--- src/rtl/dffram_port_arbiter_pkg.sv ---
// dffram_arb_pkg: shared types, widths and byte-enable helper for the DFFRAM port arbiter
package dffram_arb_pkg;
  typedef enum logic [1:0] {OWN_NONE, OWN_CORE, OWN_WB} owner_e;
  localparam int RAM_DW = 32;
  localparam int RAM_BW = 4;
  function automatic logic [RAM_BW-1:0] byte_we(input logic [RAM_BW-1:0] sel, input logic we);
    return sel & {RAM_BW{we}};
  endfunction
endpackage

--- src/rtl/dffram_port_arbiter_if.sv ---
// dffram_port_arbiter_if: programmer, Wishbone, core and DFFRAM signals seen by the port arbiter
interface dffram_port_arbiter_if
  import dffram_arb_pkg::*;
#(
  parameter int AW = 8
);
  logic              prog_we_i;
  logic [AW-1:0]     prog_addr_i;
  logic [RAM_DW-1:0] prog_wdata_i;
  logic              wbs_stb_i;
  logic              wbs_cyc_i;
  logic              wbs_we_i;
  logic [RAM_BW-1:0] wbs_sel_i;
  logic [RAM_DW-1:0] wbs_dat_i;
  logic [31:0]       wbs_adr_i;
  logic              wbs_ack_o;
  logic [RAM_DW-1:0] wbs_dat_o;
  logic              core_req_i;
  logic              core_we_i;
  logic [RAM_BW-1:0] core_be_i;
  logic [AW-1:0]     core_addr_i;
  logic [RAM_DW-1:0] core_wdata_i;
  logic              core_gnt_o;
  logic              core_rvalid_o;
  logic [RAM_DW-1:0] core_rdata_o;
  logic              ram_en_o;
  logic [RAM_BW-1:0] ram_we_o;
  logic [AW-1:0]     ram_a_o;
  logic [RAM_DW-1:0] ram_di_o;
  logic [RAM_DW-1:0] ram_do_i;
  modport slave (
    input  prog_we_i, prog_addr_i, prog_wdata_i,
    input  wbs_stb_i, wbs_cyc_i, wbs_we_i, wbs_sel_i, wbs_dat_i, wbs_adr_i,
    output wbs_ack_o, wbs_dat_o,
    input  core_req_i, core_we_i, core_be_i, core_addr_i, core_wdata_i,
    output core_gnt_o, core_rvalid_o, core_rdata_o,
    output ram_en_o, ram_we_o, ram_a_o, ram_di_o,
    input  ram_do_i
  );
  modport master (
    output prog_we_i, prog_addr_i, prog_wdata_i,
    output wbs_stb_i, wbs_cyc_i, wbs_we_i, wbs_sel_i, wbs_dat_i, wbs_adr_i,
    input  wbs_ack_o, wbs_dat_o,
    output core_req_i, core_we_i, core_be_i, core_addr_i, core_wdata_i,
    input  core_gnt_o, core_rvalid_o, core_rdata_o,
    input  ram_en_o, ram_we_o, ram_a_o, ram_di_o,
    output ram_do_i
  );
endinterface

--- src/rtl/dffram_port_arbiter_rr_arb2.sv ---
// dffram_rr_arb2: two-way round-robin arbiter; on a tie the side not granted last wins, last grant resets to a
module dffram_rr_arb2 (
  input  logic clk,
  input  logic rst,
  input  logic req_a,
  input  logic req_b,
  output logic gnt_a,
  output logic gnt_b
);
  logic last_a;
  assign gnt_a = req_a & (~req_b | ~last_a);
  assign gnt_b = req_b & ~gnt_a;
  always_ff @(posedge clk)
    if (rst) last_a <= 1'b1;
    else if (gnt_a | gnt_b) last_a <= gnt_a;
endmodule

--- src/rtl/dffram_port_arbiter.sv ---
// dffram_port_arbiter: shares one DFFRAM between programmer, Wishbone and core; DFFRAM_ARB_STALL_CNT_EN adds a stall counter
module dffram_port_arbiter
  import dffram_arb_pkg::*;
#(
  parameter int          AW      = 8,
  parameter logic [31:0] WB_BASE = 32'h3000_0000,
  parameter logic [31:0] WB_MASK = 32'hFFFF_FC00
) (
  input  logic        wb_clk_i,
  input  logic        wb_rst_i,
`ifdef DFFRAM_ARB_STALL_CNT_EN
  input  logic        stall_clr_i,
  output logic [15:0] stall_cnt_o,
`endif
  dffram_port_arbiter_if.slave bus
);
  logic              live;
  logic              prog;
  logic              wb_req;
  logic              wb_gnt;
  logic              core_gnt;
  logic              ack_q;
  logic [AW-1:0]     wb_addr;
  owner_e            owner_q;
  owner_e            owner_d;
  logic [RAM_DW-1:0] wb_dat_q;
  logic [RAM_DW-1:0] core_dat_q;
  // reset is applied to every output in the same cycle so an in-flight read is dropped silently
  assign live    = ~wb_rst_i;
  assign prog    = bus.prog_we_i & live;
  assign wb_req  = bus.wbs_stb_i & bus.wbs_cyc_i & ((bus.wbs_adr_i & WB_MASK) == WB_BASE) & ~bus.wbs_ack_o;
  assign wb_addr = bus.wbs_adr_i[AW+1:2];
  dffram_rr_arb2 u_rr (
    .clk   (wb_clk_i),
    .rst   (wb_rst_i),
    .req_a (wb_req & ~prog & live),
    .req_b (bus.core_req_i & ~prog & live),
    .gnt_a (wb_gnt),
    .gnt_b (core_gnt)
  );
  assign bus.ram_en_o      = prog | wb_gnt | core_gnt;
  assign bus.ram_we_o      = prog ? {RAM_BW{1'b1}} :
                             wb_gnt ? byte_we(bus.wbs_sel_i, bus.wbs_we_i) :
                             core_gnt ? byte_we(bus.core_be_i, bus.core_we_i) : '0;
  assign bus.ram_a_o       = prog ? bus.prog_addr_i : wb_gnt ? wb_addr : bus.core_addr_i;
  assign bus.ram_di_o      = prog ? bus.prog_wdata_i : wb_gnt ? bus.wbs_dat_i : bus.core_wdata_i;
  assign bus.core_gnt_o    = core_gnt;
  assign bus.wbs_ack_o     = ack_q & live;
  assign bus.wbs_dat_o     = ~live ? '0 : owner_q == OWN_WB ? bus.ram_do_i : wb_dat_q;
  assign bus.core_rvalid_o = live & (owner_q == OWN_CORE);
  assign bus.core_rdata_o  = ~live ? '0 : owner_q == OWN_CORE ? bus.ram_do_i : core_dat_q;
  always_comb
    owner_d = (core_gnt & ~bus.core_we_i) ? OWN_CORE : (wb_gnt & ~bus.wbs_we_i) ? OWN_WB : OWN_NONE;
  always_ff @(posedge wb_clk_i)
    if (wb_rst_i) begin
      ack_q      <= 1'b0;
      owner_q    <= OWN_NONE;
      wb_dat_q   <= '0;
      core_dat_q <= '0;
    end else begin
      ack_q   <= wb_gnt;
      owner_q <= owner_d;
      if (owner_q == OWN_WB) wb_dat_q <= bus.ram_do_i;
      if (owner_q == OWN_CORE) core_dat_q <= bus.ram_do_i;
    end
`ifdef DFFRAM_ARB_STALL_CNT_EN
  logic stall;
  assign stall = (wb_req & ~wb_gnt) | (bus.core_req_i & ~core_gnt);
  always_ff @(posedge wb_clk_i)
    if (wb_rst_i || stall_clr_i) stall_cnt_o <= '0;
    else if (stall && ~&stall_cnt_o) stall_cnt_o <= stall_cnt_o + 16'd1;
`endif
endmodule
--- src/flat_wrapper.sv ---
// flat-port wrapper written by rule: the top's interface ports become plain ports
module dffram_port_arbiter_flat import dffram_arb_pkg::*;
#(
  parameter int          AW      = 8,
  parameter logic [31:0] WB_BASE = 32'h3000_0000,
  parameter logic [31:0] WB_MASK = 32'hFFFF_FC00
)
  (wb_clk_i, wb_rst_i, bus_prog_we_i, bus_prog_addr_i, bus_prog_wdata_i, bus_wbs_stb_i, bus_wbs_cyc_i, bus_wbs_we_i, bus_wbs_sel_i, bus_wbs_dat_i, bus_wbs_adr_i, bus_wbs_ack_o, bus_wbs_dat_o, bus_core_req_i, bus_core_we_i, bus_core_be_i, bus_core_addr_i, bus_core_wdata_i, bus_core_gnt_o, bus_core_rvalid_o, bus_core_rdata_o, bus_ram_en_o, bus_ram_we_o, bus_ram_a_o, bus_ram_di_o, bus_ram_do_i);
  dffram_port_arbiter_if #(.AW(AW)) bus_i ();
  input  logic wb_clk_i;
  input  logic wb_rst_i;
  input wire logic [$bits(bus_i.prog_we_i)-1:0] bus_prog_we_i;
  input wire logic [$bits(bus_i.prog_addr_i)-1:0] bus_prog_addr_i;
  input wire logic [$bits(bus_i.prog_wdata_i)-1:0] bus_prog_wdata_i;
  input wire logic [$bits(bus_i.wbs_stb_i)-1:0] bus_wbs_stb_i;
  input wire logic [$bits(bus_i.wbs_cyc_i)-1:0] bus_wbs_cyc_i;
  input wire logic [$bits(bus_i.wbs_we_i)-1:0] bus_wbs_we_i;
  input wire logic [$bits(bus_i.wbs_sel_i)-1:0] bus_wbs_sel_i;
  input wire logic [$bits(bus_i.wbs_dat_i)-1:0] bus_wbs_dat_i;
  input wire logic [$bits(bus_i.wbs_adr_i)-1:0] bus_wbs_adr_i;
  output wire logic [$bits(bus_i.wbs_ack_o)-1:0] bus_wbs_ack_o;
  output wire logic [$bits(bus_i.wbs_dat_o)-1:0] bus_wbs_dat_o;
  input wire logic [$bits(bus_i.core_req_i)-1:0] bus_core_req_i;
  input wire logic [$bits(bus_i.core_we_i)-1:0] bus_core_we_i;
  input wire logic [$bits(bus_i.core_be_i)-1:0] bus_core_be_i;
  input wire logic [$bits(bus_i.core_addr_i)-1:0] bus_core_addr_i;
  input wire logic [$bits(bus_i.core_wdata_i)-1:0] bus_core_wdata_i;
  output wire logic [$bits(bus_i.core_gnt_o)-1:0] bus_core_gnt_o;
  output wire logic [$bits(bus_i.core_rvalid_o)-1:0] bus_core_rvalid_o;
  output wire logic [$bits(bus_i.core_rdata_o)-1:0] bus_core_rdata_o;
  output wire logic [$bits(bus_i.ram_en_o)-1:0] bus_ram_en_o;
  output wire logic [$bits(bus_i.ram_we_o)-1:0] bus_ram_we_o;
  output wire logic [$bits(bus_i.ram_a_o)-1:0] bus_ram_a_o;
  output wire logic [$bits(bus_i.ram_di_o)-1:0] bus_ram_di_o;
  input wire logic [$bits(bus_i.ram_do_i)-1:0] bus_ram_do_i;
  assign bus_i.prog_we_i = bus_prog_we_i;
  assign bus_i.prog_addr_i = bus_prog_addr_i;
  assign bus_i.prog_wdata_i = bus_prog_wdata_i;
  assign bus_i.wbs_stb_i = bus_wbs_stb_i;
  assign bus_i.wbs_cyc_i = bus_wbs_cyc_i;
  assign bus_i.wbs_we_i = bus_wbs_we_i;
  assign bus_i.wbs_sel_i = bus_wbs_sel_i;
  assign bus_i.wbs_dat_i = bus_wbs_dat_i;
  assign bus_i.wbs_adr_i = bus_wbs_adr_i;
  assign bus_wbs_ack_o = bus_i.wbs_ack_o;
  assign bus_wbs_dat_o = bus_i.wbs_dat_o;
  assign bus_i.core_req_i = bus_core_req_i;
  assign bus_i.core_we_i = bus_core_we_i;
  assign bus_i.core_be_i = bus_core_be_i;
  assign bus_i.core_addr_i = bus_core_addr_i;
  assign bus_i.core_wdata_i = bus_core_wdata_i;
  assign bus_core_gnt_o = bus_i.core_gnt_o;
  assign bus_core_rvalid_o = bus_i.core_rvalid_o;
  assign bus_core_rdata_o = bus_i.core_rdata_o;
  assign bus_ram_en_o = bus_i.ram_en_o;
  assign bus_ram_we_o = bus_i.ram_we_o;
  assign bus_ram_a_o = bus_i.ram_a_o;
  assign bus_ram_di_o = bus_i.ram_di_o;
  assign bus_i.ram_do_i = bus_ram_do_i;
  dffram_port_arbiter #(.AW(AW), .WB_BASE(WB_BASE), .WB_MASK(WB_MASK)) u_core (.wb_clk_i(wb_clk_i), .wb_rst_i(wb_rst_i), .bus(bus_i));
endmodule
--- config.mk ---
export PLATFORM = sky130hd
export DESIGN_NAME = dffram_port_arbiter_flat
export DESIGN_NICKNAME = d
export VERILOG_FILES = /design/src/rtl/dffram_port_arbiter_pkg.sv /design/src/rtl/dffram_port_arbiter_if.sv /design/src/rtl/dffram_port_arbiter_rr_arb2.sv /design/src/rtl/dffram_port_arbiter.sv /design/src/flat_wrapper.sv
export SDC_FILE = /design/constraint.sdc
export NUM_CORES = 1
export LEC_CHECK = 0
export BUFFER_PORTS_ARGS = -buffer_cell sky130_fd_sc_hd__buf_2
export CELL_PAD_IN_SITES_DETAIL_PLACEMENT = 2
export CELL_PAD_IN_SITES_GLOBAL_PLACEMENT = 2
export CORE_ASPECT_RATIO = 0.8
export CORE_MARGIN = 4
export CORE_UTILIZATION = 18
export DETAILED_ROUTE_END_ITERATION = 16
export HOLD_SLACK_MARGIN = 0.06
export PLACE_DENSITY = 0.88
export SYNTH_ARGS = -nofsm -noshare
export SYNTH_HDL_FRONTEND = slang
export SYNTH_SLANG_ARGS = --single-unit
--- constraint.sdc ---
create_clock -name wb_clk_i -period 1.6 [get_ports wb_clk_i]
set_input_delay 0 -clock wb_clk_i [delete_from_list [all_inputs] [get_ports wb_clk_i]]
set_output_delay 0 -clock wb_clk_i [all_outputs]
set_load 0.01 [all_outputs]
==> results.json, run 1 <==
{
  "run_status": "finished, violations left",
  "violations": "setup timing",
  "numCtsBuffers": 9,
  "crit_arrival_ps": 1930,
  "antenna_left": 0,
  "clockBufferDepth": 2,
  "die-area_um2": 23600,
  "netlist_top_cells_area": "dfxtp_1 36%, a21oi_1 14%, nand2_1 13%",
  "p_per_area_nw_per_um2": 591,
  "startpoint_type": "register",
  "layout.nets": 1141,
  "gp_congestion": 0.818,
  "core_area_um2": 20800,
  "fin_skew_ps": 15.2,
  "insertion_delay_ps": 350,
  "setup_viol": 89,
  "slew-limit-headroom": 0.315,
  "port_buffers": 301,
  "post-route-period-util": 1.21,
  "synth_cell_type_count": 31,
  "yosysSeqAreaShare": 0.357,
  "track_usage": 0.208,
  "clock-sinks": 68,
  "dr_total_vias": 6053,
  "rsz0062_at_grt": "true",
  "syn_area_per_cell_um2": 6.79,
  "ir_drop_mv": 0.675,
  "synth_edf_count": 0,
  "dr.pass1.iters": 4,
  "hold_path_depth": 3,
  "worstPathCellList": "nor4b_4 > and4_4 > buf_12 > buf_12 > a31oi_1 > a21oi_1 > buf_2",
  "yosysMostFrequentCell": "nand2_1",
  "multi_input_area_um2": 3380,
  "worstPathMaxFanout": 13,
  "antenna_found_initial": 6,
  "p_leak_nw": 4.06,
  "layout-drive-gt1-share": 0.645,
  "cp_common_cell": "buf_12",
  "fin_worst_hold_slack_ps": 83.0,
  "ctsRootBufferMaster": "clkbuf_16",
  "yosys-top-cells-count": "133 x nand2_1, 104 x a21oi_1, 68 x dfxtp_1",
  "path_class": "reg2out",
  "timing.final.max_slew_violations": 0,
  "regArea_um2": 1370,
  "via_per_inst": 4.93,
  "postRouteWirelength_mm": 31.5,
  "ios": 304,
  "grt_first_pass_wirelength_mm": 38.0,
  "ys_dominant_reg_cell": "dfxtp_1",
  "syn_to_final_growth_pct": 127,
  "synthesis.area_um2": 3810,
  "synth_largest_area_cell": "dfxtp_1",
  "critPathMaxStageDelay_ps": 330,
  "h-tree-depth": 3,
  "fin_ws_ps": -331,
  "cts.clk_slew.worst_paths_ps": 60,
  "max_clock_freq_mhz": 518,
  "min_period_ps": 1930,
  "synth_top_area_share": 0.357,
  "die_y_um": 138,
  "hold_path.class": "in2reg",
  "fillers": 2271,
  "die_width_um": 171,
  "ff2ff_path_depth": 8,
  "finalHoldViolCount": 0,
  "postSynthCellCount": 561,
  "dp_hpwl_mm": 16.1,
  "synthArstFlopShare": 0,
  "cp.required_ps": 1600,
  "drc_errors": 0,
  "grt_pass1_vias": 6595,
  "final.setup.tns_ps": -13250,
  "drtIter0Drc": 221,
  "max-cap-violations": 0,
  "syn-num-nets": 753,
  "synth_seq_cells": 68,
  "yosys_warnings": 0,
  "rows": 47,
  "critPathSlowestCell": "dfxtp_2",
  "grt_remaining_overflow": 0,
  "start_util": 0.184,
  "cts_tree": "built",
  "endpoint_kind": "output pin",
  "wire_per_inst_um": 25.7,
  "worst_pin_slew_ps": 1030,
  "grt_max_degree": 67
}
## state kept, by name (all words and copies together) (netlist names)
signal and count:
u_core.wb_dat_q 32, u_core.u_rr.last_a 1, u_core.core_dat_q 32, u_core.ack_q 1
u_core.owner_q 2
## worst max-delay path: cells and delay by family, from the launching register on
kind / cells / cell delay, ps
AOI/OAI and AO/OA: 2 / 280
DFF: 1 / 330
and+or+nand+nor: 2 / 530
buffers and inverters: 3 / 440
## through the flow
stage	total power (W)	instances	worst slack, ps	area [um^2]	util
floorplan	0.00207	561	104	3810	-
global placement	0.00251	1105	-74.9	5780	0.279
detailed placement	0.00253	1105	-88.8	5780	0.279
CTS	0.00486	1177	-348	7070	0.340
global route	0.00529	1228	-435	8650	0.417
finish	0.00511	1228	-331	8650	0.417
## cell usage in the layout (no fill, tap or decap), drive strengths merged
cell and n:
a211o 1, a21oi 104, a311o 4, a31oi 40, and2 1, and2b 1, and3 40, and3b 1
and4 1, buf 396, bufinv 2, clkbuf 16, clkinv 3, dfxtp 68, diode 5, dlygate4sd3 35
inv 1, nand2 133, nand2b 3, nand4 2, nor2 43, nor2b 3, nor3 5, nor3b 1
nor4 5, nor4b 2, o21ai 41, or2 1, or2b 1
## repair_timing
item,in CTS,in global routing
hold buffers,35,0
cloned,8,5
gates resized for setup,95,281
pin swaps,35,128
buffers inserted,13,44
endpoints found under the hold margin,67,0
endpoints found under the setup margin,84,110
## worst paths after layout
kind	endpoint	startpoint	slack, ps
worst max-delay path	bus_ram_di_o[29]	u_core.ack_q	-330
worst min-delay path	u_core.owner_q[0]	bus_prog_we_i	80
worst max register to register	u_core.owner_q[0]	u_core.ack_q	10
worst min register to register	u_core.core_dat_q[2]	u_core.core_dat_q[2]	480
## cell type report
cell class | instances | share of cell area
Clock buffer | 11 | 0.0281
Tap cell | 269 | 0.0389
Multi-Input combinational cell | 433 | 0.391
Sequential cell | 68 | 0.158
Clock inverter | 5 | 0.00868
Timing Repair Buffer | 436 | 0.373
Inverter | 1 | 0.000723
Antenna cell | 5 | 0.00145
## metal layers
layer  track usage  part of all wire  up-vias
met1         0.207              0.35     2970
met4        0.0773             0.040        2
met2         0.401              0.54      273
met3        0.0614             0.069       72
li1              -                 -     2736
met5             0           0.00041        -
## kinds of logic (layout without fill, tap and decap cells)
kind of cell | after synthesis | count (layout) | share of synthesized area
compound gates | 190 | 190 | 0.269
simple gates | 243 | 243 | 0.308
flops | 68 | 68 | 0.357
other cells | 0 | 5 | 0
buf+inv | 60 | 453 | 0.0657
## power by group
group          internal (W)  total (W)  switching (W)
registers           0.00171    0.00173      0.0000178
logic              0.000494    0.00108       0.000588
clock network       0.00140    0.00230       0.000897
total               0.00361    0.00511        0.00150
Power figures use the tool's default switching activity.
==> run 2, diff against run 1 <==
Settings changed: ABC_AREA set to 1, PLACE_DENSITY 0.88 to 0.9.
==> results.json, run 2 <==
{
  "finalHoldViolCount": 0,
  "power_w": 0.00483,
  "min-delay-start": "bus_wbs_stb_i",
  "worstPathCellList": "nand2_2 > inv_2 > nor2_2 > nand2_2 > nor2_8 > buf_12 > buf_12 > nand3_1 > nand3_1 > nand2_1 > buf_2",
  "port_buffers": 301,
  "clock-sinks": 68,
  "multi_input_area_um2": 2660,
  "die_y_um": 141,
  "instances_no_fill": 1349,
  "final_common_cell": "buf_2",
  "dr_total_vias": 5919,
  "largestRegisters": "u_core.core_dat_q: 32 flops, u_core.wb_dat_q: 32 flops, u_core.owner_q: 2 flops",
  "fin_ws_ps": -195,
  "ir_drop_mv": 0.662,
  "start_util": 0.184,
  "reg2reg_from": "u_core.owner_q[0]",
  "antenna_found_initial": 1,
  "fin_skew_ps": 4.80,
  "netlist_top_cells_area": "dfxtp_1 34%, nor2_1 15%, nand2_1 13%",
  "p_per_area_nw_per_um2": 614,
  "synth_top_area_share": 0.340,
  "antenna_left": 0,
  "clockBufferDepth": 2,
  "layout.nets": 1235,
  "synth_edf_count": 0,
  "dr.pass1.iters": 4,
  "ios": 304,
  "synthArstFlopShare": 0,
  "grt_max_degree": 53,
  "hold_path_depth": 5,
  "yosysSeqAreaShare": 0.340,
  "via_per_inst": 4.39,
  "yosys_warnings": 0,
  "cp.required_ps": 1600,
  "synth_cell_type_count": 17,
  "drc_errors": 0,
  "syn-num-nets": 874,
  "h-tree-depth": 3,
  "dp_hpwl_mm": 17.1,
  "hold_path.class": "in2reg",
  "cts.clk_slew.worst_paths_ps": 60,
  "reg2reg_slack_ps": 190,
  "dp.cells": 1256,
  "grt_first_pass_wirelength_mm": 36.3,
  "violations": "setup timing",
  "worst_pin_slew_ps": 550,
  "startpoint_type": "register",
  "layout-drive-gt1-share": 0.476,
  "numCtsBuffers": 9,
  "endpoint_kind": "output pin",
  "critPathSlowestCell": "dfxtp_2",
  "run_status": "finished, violations left",
  "synth_seq_cells": 68,
  "critPathMaxStageDelay_ps": 310,
  "grt_remaining_overflow": 0,
  "max-cap-violations": 0,
  "ctsRootBufferMaster": "clkbuf_16",
  "grt_pass1_vias": 6306,
  "cts_tree": "built",
  "rows": 48,
  "postSynthCellCount": 682,
  "slew-limit-headroom": 0.634,
  "startpoint": "u_core.ack_q",
  "crit_arrival_ps": 1800,
  "yosysMostFrequentCell": "nor2_1",
  "timing.final.max_slew_violations": 0,
  "drtIter0Drc": 189,
  "regArea_um2": 1370,
  "synth_largest_area_cell": "dfxtp_1",
  "postRouteWirelength_mm": 28.0,
  "worstHoldEndpoint": "u_core.owner_q[1]",
  "wire_per_inst_um": 20.8,
  "die-area_um2": 24700,
  "p_leak_nw": 4.13,
  "ys_dominant_reg_cell": "dfxtp_1",
  "syn_to_final_growth_pct": 96.7,
  "setup_viol": 66,
  "worstPathMaxFanout": 11,
  "gp_congestion": 0.792,
  "synthesis.area_um2": 4000,
  "track_usage": 0.185,
  "path_class": "reg2out",
  "max_clock_freq_mhz": 557,
  "insertion_delay_ps": 320,
  "ff2ff_path_depth": 8,
  "min_period_ps": 1800,
  "regToRegEndpoint": "u_core.wb_dat_q[0]",
  "post-route-period-util": 1.12,
  "final_cell_mix": "286 x buf_2, 134 x nand2_1, 94 x nor2_1",
  "core_area_um2": 21700,
  "rsz0062_at_grt": "true",
  "syn_area_per_cell_um2": 5.87,
  "fillers": 2630,
  "yosys-top-cells-count": "160 x nor2_1, 142 x nand2_1, 94 x inv_1",
  "die_width_um": 175
}
## run 2: cell count changes after synthesis, sizes merged, moves of 5 or more
cell    change
nand3      +89
a21oi     -104
nand4       +6
a31oi      -40
and3       -40
nor2      +120
buf         +5
clkbuf     -23
inv        +96
o21ai      +24
nor4        -5
nand2      +13
## run 2: how the worst max path moves through the flow
stage | to | slack (ps) | cells past startpoint
4_1_cts | bus_ram_di_o[2] | -200 | 10
5_1_grt | bus_ram_di_o[3] | -290 | 11
3_3_place_gp | bus_ram_di_o[12] | 190 | 11
6_report | bus_ram_di_o[3] | -200 | 11
2_1_floorplan | u_core.core_dat_q[10] | 400 | 6
3_5_place_dp | bus_ram_di_o[2] | 140 | 11
## run 2: final cells by class
type | instances | area share
antenna | 1 | 0.000318
clock buffer | 12 | 0.0326
clock inverter | 4 | 0.00604
inverter | 97 | 0.0485
multi-input combinational | 476 | 0.337
sequential | 68 | 0.174
tap | 300 | 0.0477
timing repair buffer | 391 | 0.354
## run 2: kinds of logic (layout without fill, tap and decap cells)
group	Yosys count	count (layout)	synth area share
and+or+nand+nor	411	411	0.434
buffers and inverters	138	504	0.145
AOI/OAI and AO/OA	65	65	0.0813
DFF	68	68	0.340
other	0	1	0
## run 2: power breakdown
group	internal [W]	switching [W]
Clock	0.00129	0.000785
Combinational	0.000461	0.000561
Sequential	0.00172	0.0000123
## run 2: worst max-delay path: cells and delay by family (launching register included)
| kind | cells | cell delay [ps] |
|---|---|---|
| buffers and inverters | 4 | 490 |
| DFF | 1 | 310 |
| and+or+nand+nor | 7 | 670 |
## run 2: layer usage
metal / track usage / routed length, um
met3: 0.0360 / 1090
met4: 0.0364 / 450
met2: 0.347 / 14500
met5: 0 / 0
met1: 0.221 / 12000
## run 2: metrics by stage
step                      cell area, um^2  setup TNS, ps   util  worst slack, ps  hold slack, ps
after floorplan                      4000              0      -              399            47.5
after global placement               5870              0  0.270              188             227
after detailed placement             5870              0  0.270              139             247
after CTS                            6760          -6560  0.311             -202             164
after global routing                 7870         -12520  0.362             -286             256
final                                7870          -6270  0.362             -195             166
## run 2: timing repair
| item | in CTS | in global routing |
|---|---|---|
| pin swaps | 6 | 60 |
| cloned | 4 | 12 |
| hold buffers | 35 | 0 |
| endpoints found under the hold margin | 58 | 0 |
| buffers inserted | 6 | 21 |
| endpoints found under the setup margin | 109 | 95 |
| resized for setup | 26 | 208 |
==> run 3, diff against run 2 <==
Settings changed: CORE_UTILIZATION 18 to 19, CTS_CLUSTER_DIAMETER set to 200, PLACE_DENSITY 0.9 to 0.93.
Clock period 1.6 ns to 2.16 ns, I/O delays scaled along.
==> results.json, run 3 (synthesis results as in run 2) <==
{
  "cts_tree": "built",
  "h-tree-depth": 3,
  "instances_no_fill": 1277,
  "die_y_um": 138,
  "die_width_um": 170,
  "syn_to_final_growth_pct": 62.0,
  "grt_first_pass_wirelength_mm": 33.1,
  "ios": 304,
  "wire_per_inst_um": 17.8,
  "fin_skew_ps": 4.95,
  "postRouteWirelength_mm": 22.8,
  "antenna_left": 0,
  "via_per_inst": 4.42,
  "internal-power_w": 0.00261,
  "layout.nets": 1193,
  "endpoint_kind": "output pin",
  "timing.final.max_slew_violations": 0,
  "pwr-share-seq": 0.362,
  "max-cap-violations": 0,
  "insertion_delay_ps": 330,
  "power.switching_w": 0.000942,
  "numCtsBuffers": 9,
  "finalHoldViolCount": 0,
  "port_buffers": 301,
  "setup_viol": 0,
  "clockPowerShare": 0.447,
  "antenna_found_initial": 3,
  "min_period_ps": 2000,
  "dr.pass1.iters": 4,
  "hold_path.class": "in2reg",
  "max_clock_freq_mhz": 500,
  "largestRegisters": "u_core.core_dat_q: 32 flops, u_core.wb_dat_q: 32 flops, u_core.owner_q: 2 flops",
  "final_common_cell": "buf_2",
  "p_comb_frac": 0.190,
  "cp.required_ps": 2160,
  "p_per_area_nw_per_um2": 547,
  "fin_ws_ps": 159,
  "final_cell_mix": "300 x buf_2, 159 x nor2_1, 142 x nand2_1",
  "rows": 47,
  "drtIter0Drc": 241,
  "p_leak_nw": 3.80,
  "clock-sinks": 68,
  "start_util": 0.193,
  "switching_share": 0.265,
  "startpoint_type": "primary input",
  "die-area_um2": 23500,
  "layout-drive-gt1-share": 0.340,
  "ir_drop_mv": 0.377,
  "worstPathMaxFanout": 22,
  "track_usage": 0.179,
  "grt_pass1_vias": 6060,
  "ctsRootBufferMaster": "clkbuf_16",
  "crit_arrival_ps": 2000,
  "grt_max_degree": 66,
  "post-place-ws_ps": 521,
  "post-route-period-util": 0.926,
  "run_status": "complete, no violations",
  "cts.clk_slew.worst_paths_ps": 60,
  "slew-limit-headroom": 0.629,
  "clockBufferDepth": 2,
  "dp.cells": 1222,
  "core_area_um2": 20700,
  "final_util": 0.313,
  "drc_errors": 0,
  "gp_congestion": 0.750,
  "dr_total_vias": 5638,
  "path_class": "in2out",
  "dp_hpwl_mm": 16.4,
  "worst_pin_slew_ps": 556,
  "grt_remaining_overflow": 0
}
run 3: cell type report:
| type | count | area, um^2 |
|---|---|---|
| fill | 2604 | 14200 |
| multi-input combinational | 476 | 2070 |
| timing repair buffer | 349 | 2030 |
| sequential | 68 | 1360 |
| inverter | 97 | 364 |
| tap | 269 | 337 |
| clock buffer | 13 | 280 |
| clock inverter | 3 | 42.5 |
| antenna | 2 | 5.00 |
run 3: power by group through the flow:
stage | registers (W) | clock network, W | logic, W
3_5_place_dp | 0.00131 | 0 | 0.000623
3_3_place_gp | 0.00131 | 0 | 0.000594
4_1_cts | 0.00129 | 0.00164 | 0.000677
5_1_grt | 0.00129 | 0.00171 | 0.000756
6_report | 0.00129 | 0.00159 | 0.000676
2_1_floorplan | 0.00131 | 0 | 0.000267
run 3: final timing paths:
kind | to | cells past startpoint | from | slack (ps)
worst max-delay path | bus_ram_di_o[18] | 12 | wb_rst_i | 160
worst min-delay path | u_core.u_rr.last_a | 6 | bus_wbs_adr_i[12] | 120
worst max register to register | u_core.owner_q[0] | 7 | u_core.ack_q | 840
worst min register to register | u_core.core_dat_q[1] | 2 | u_core.core_dat_q[1] | 490
run 3: critical path: stages:
cell	delay, ps
dlygate4sd3_1	550
clkbuf_4	180
inv_2	120
nand3_1	90
nor2_1	110
nand2_1	130
nor2_8	180
clkbuf_16	230
nand3_1	100
nand3_1	100
nand2_1	60
buf_2	140
run 3: metal layers:
layer  global-route usage  share of wire  vias up  routed length (um)
met2                0.320           0.51      157               11700
met1                0.218           0.41     2715                9390
met5                    0        0.00035        -                   8
li1                     -              -     2734                   -
met3               0.0379          0.055       30                1250
met4               0.0479          0.017        2                 398
run 3: stage by stage:
| stage | hold slack [ps] | TNS (ps) | area (um^2) | power (W) |
|---|---|---|---|---|
| after floorplan | 47.5 | 0 | 4000 | 0.00158 |
| after detailed placement | 254 | 0 | 5740 | 0.00194 |
| after global placement | 232 | 0 | 5740 | 0.00191 |
| after global routing | 148 | -0.462 | 6480 | 0.00376 |
| final | 123 | 0 | 6480 | 0.00355 |
| after CTS | 98.2 | 0 | 6420 | 0.00360 |
run 3: repair_timing:
item / 4_1_cts / 5_1_grt
gates resized for setup: 0 / 4
endpoints found under the setup margin: 0 / 45
hold buffers: 35 / 0
hold endpoints to repair: 65 / 0
setup buffers: 0 / 0
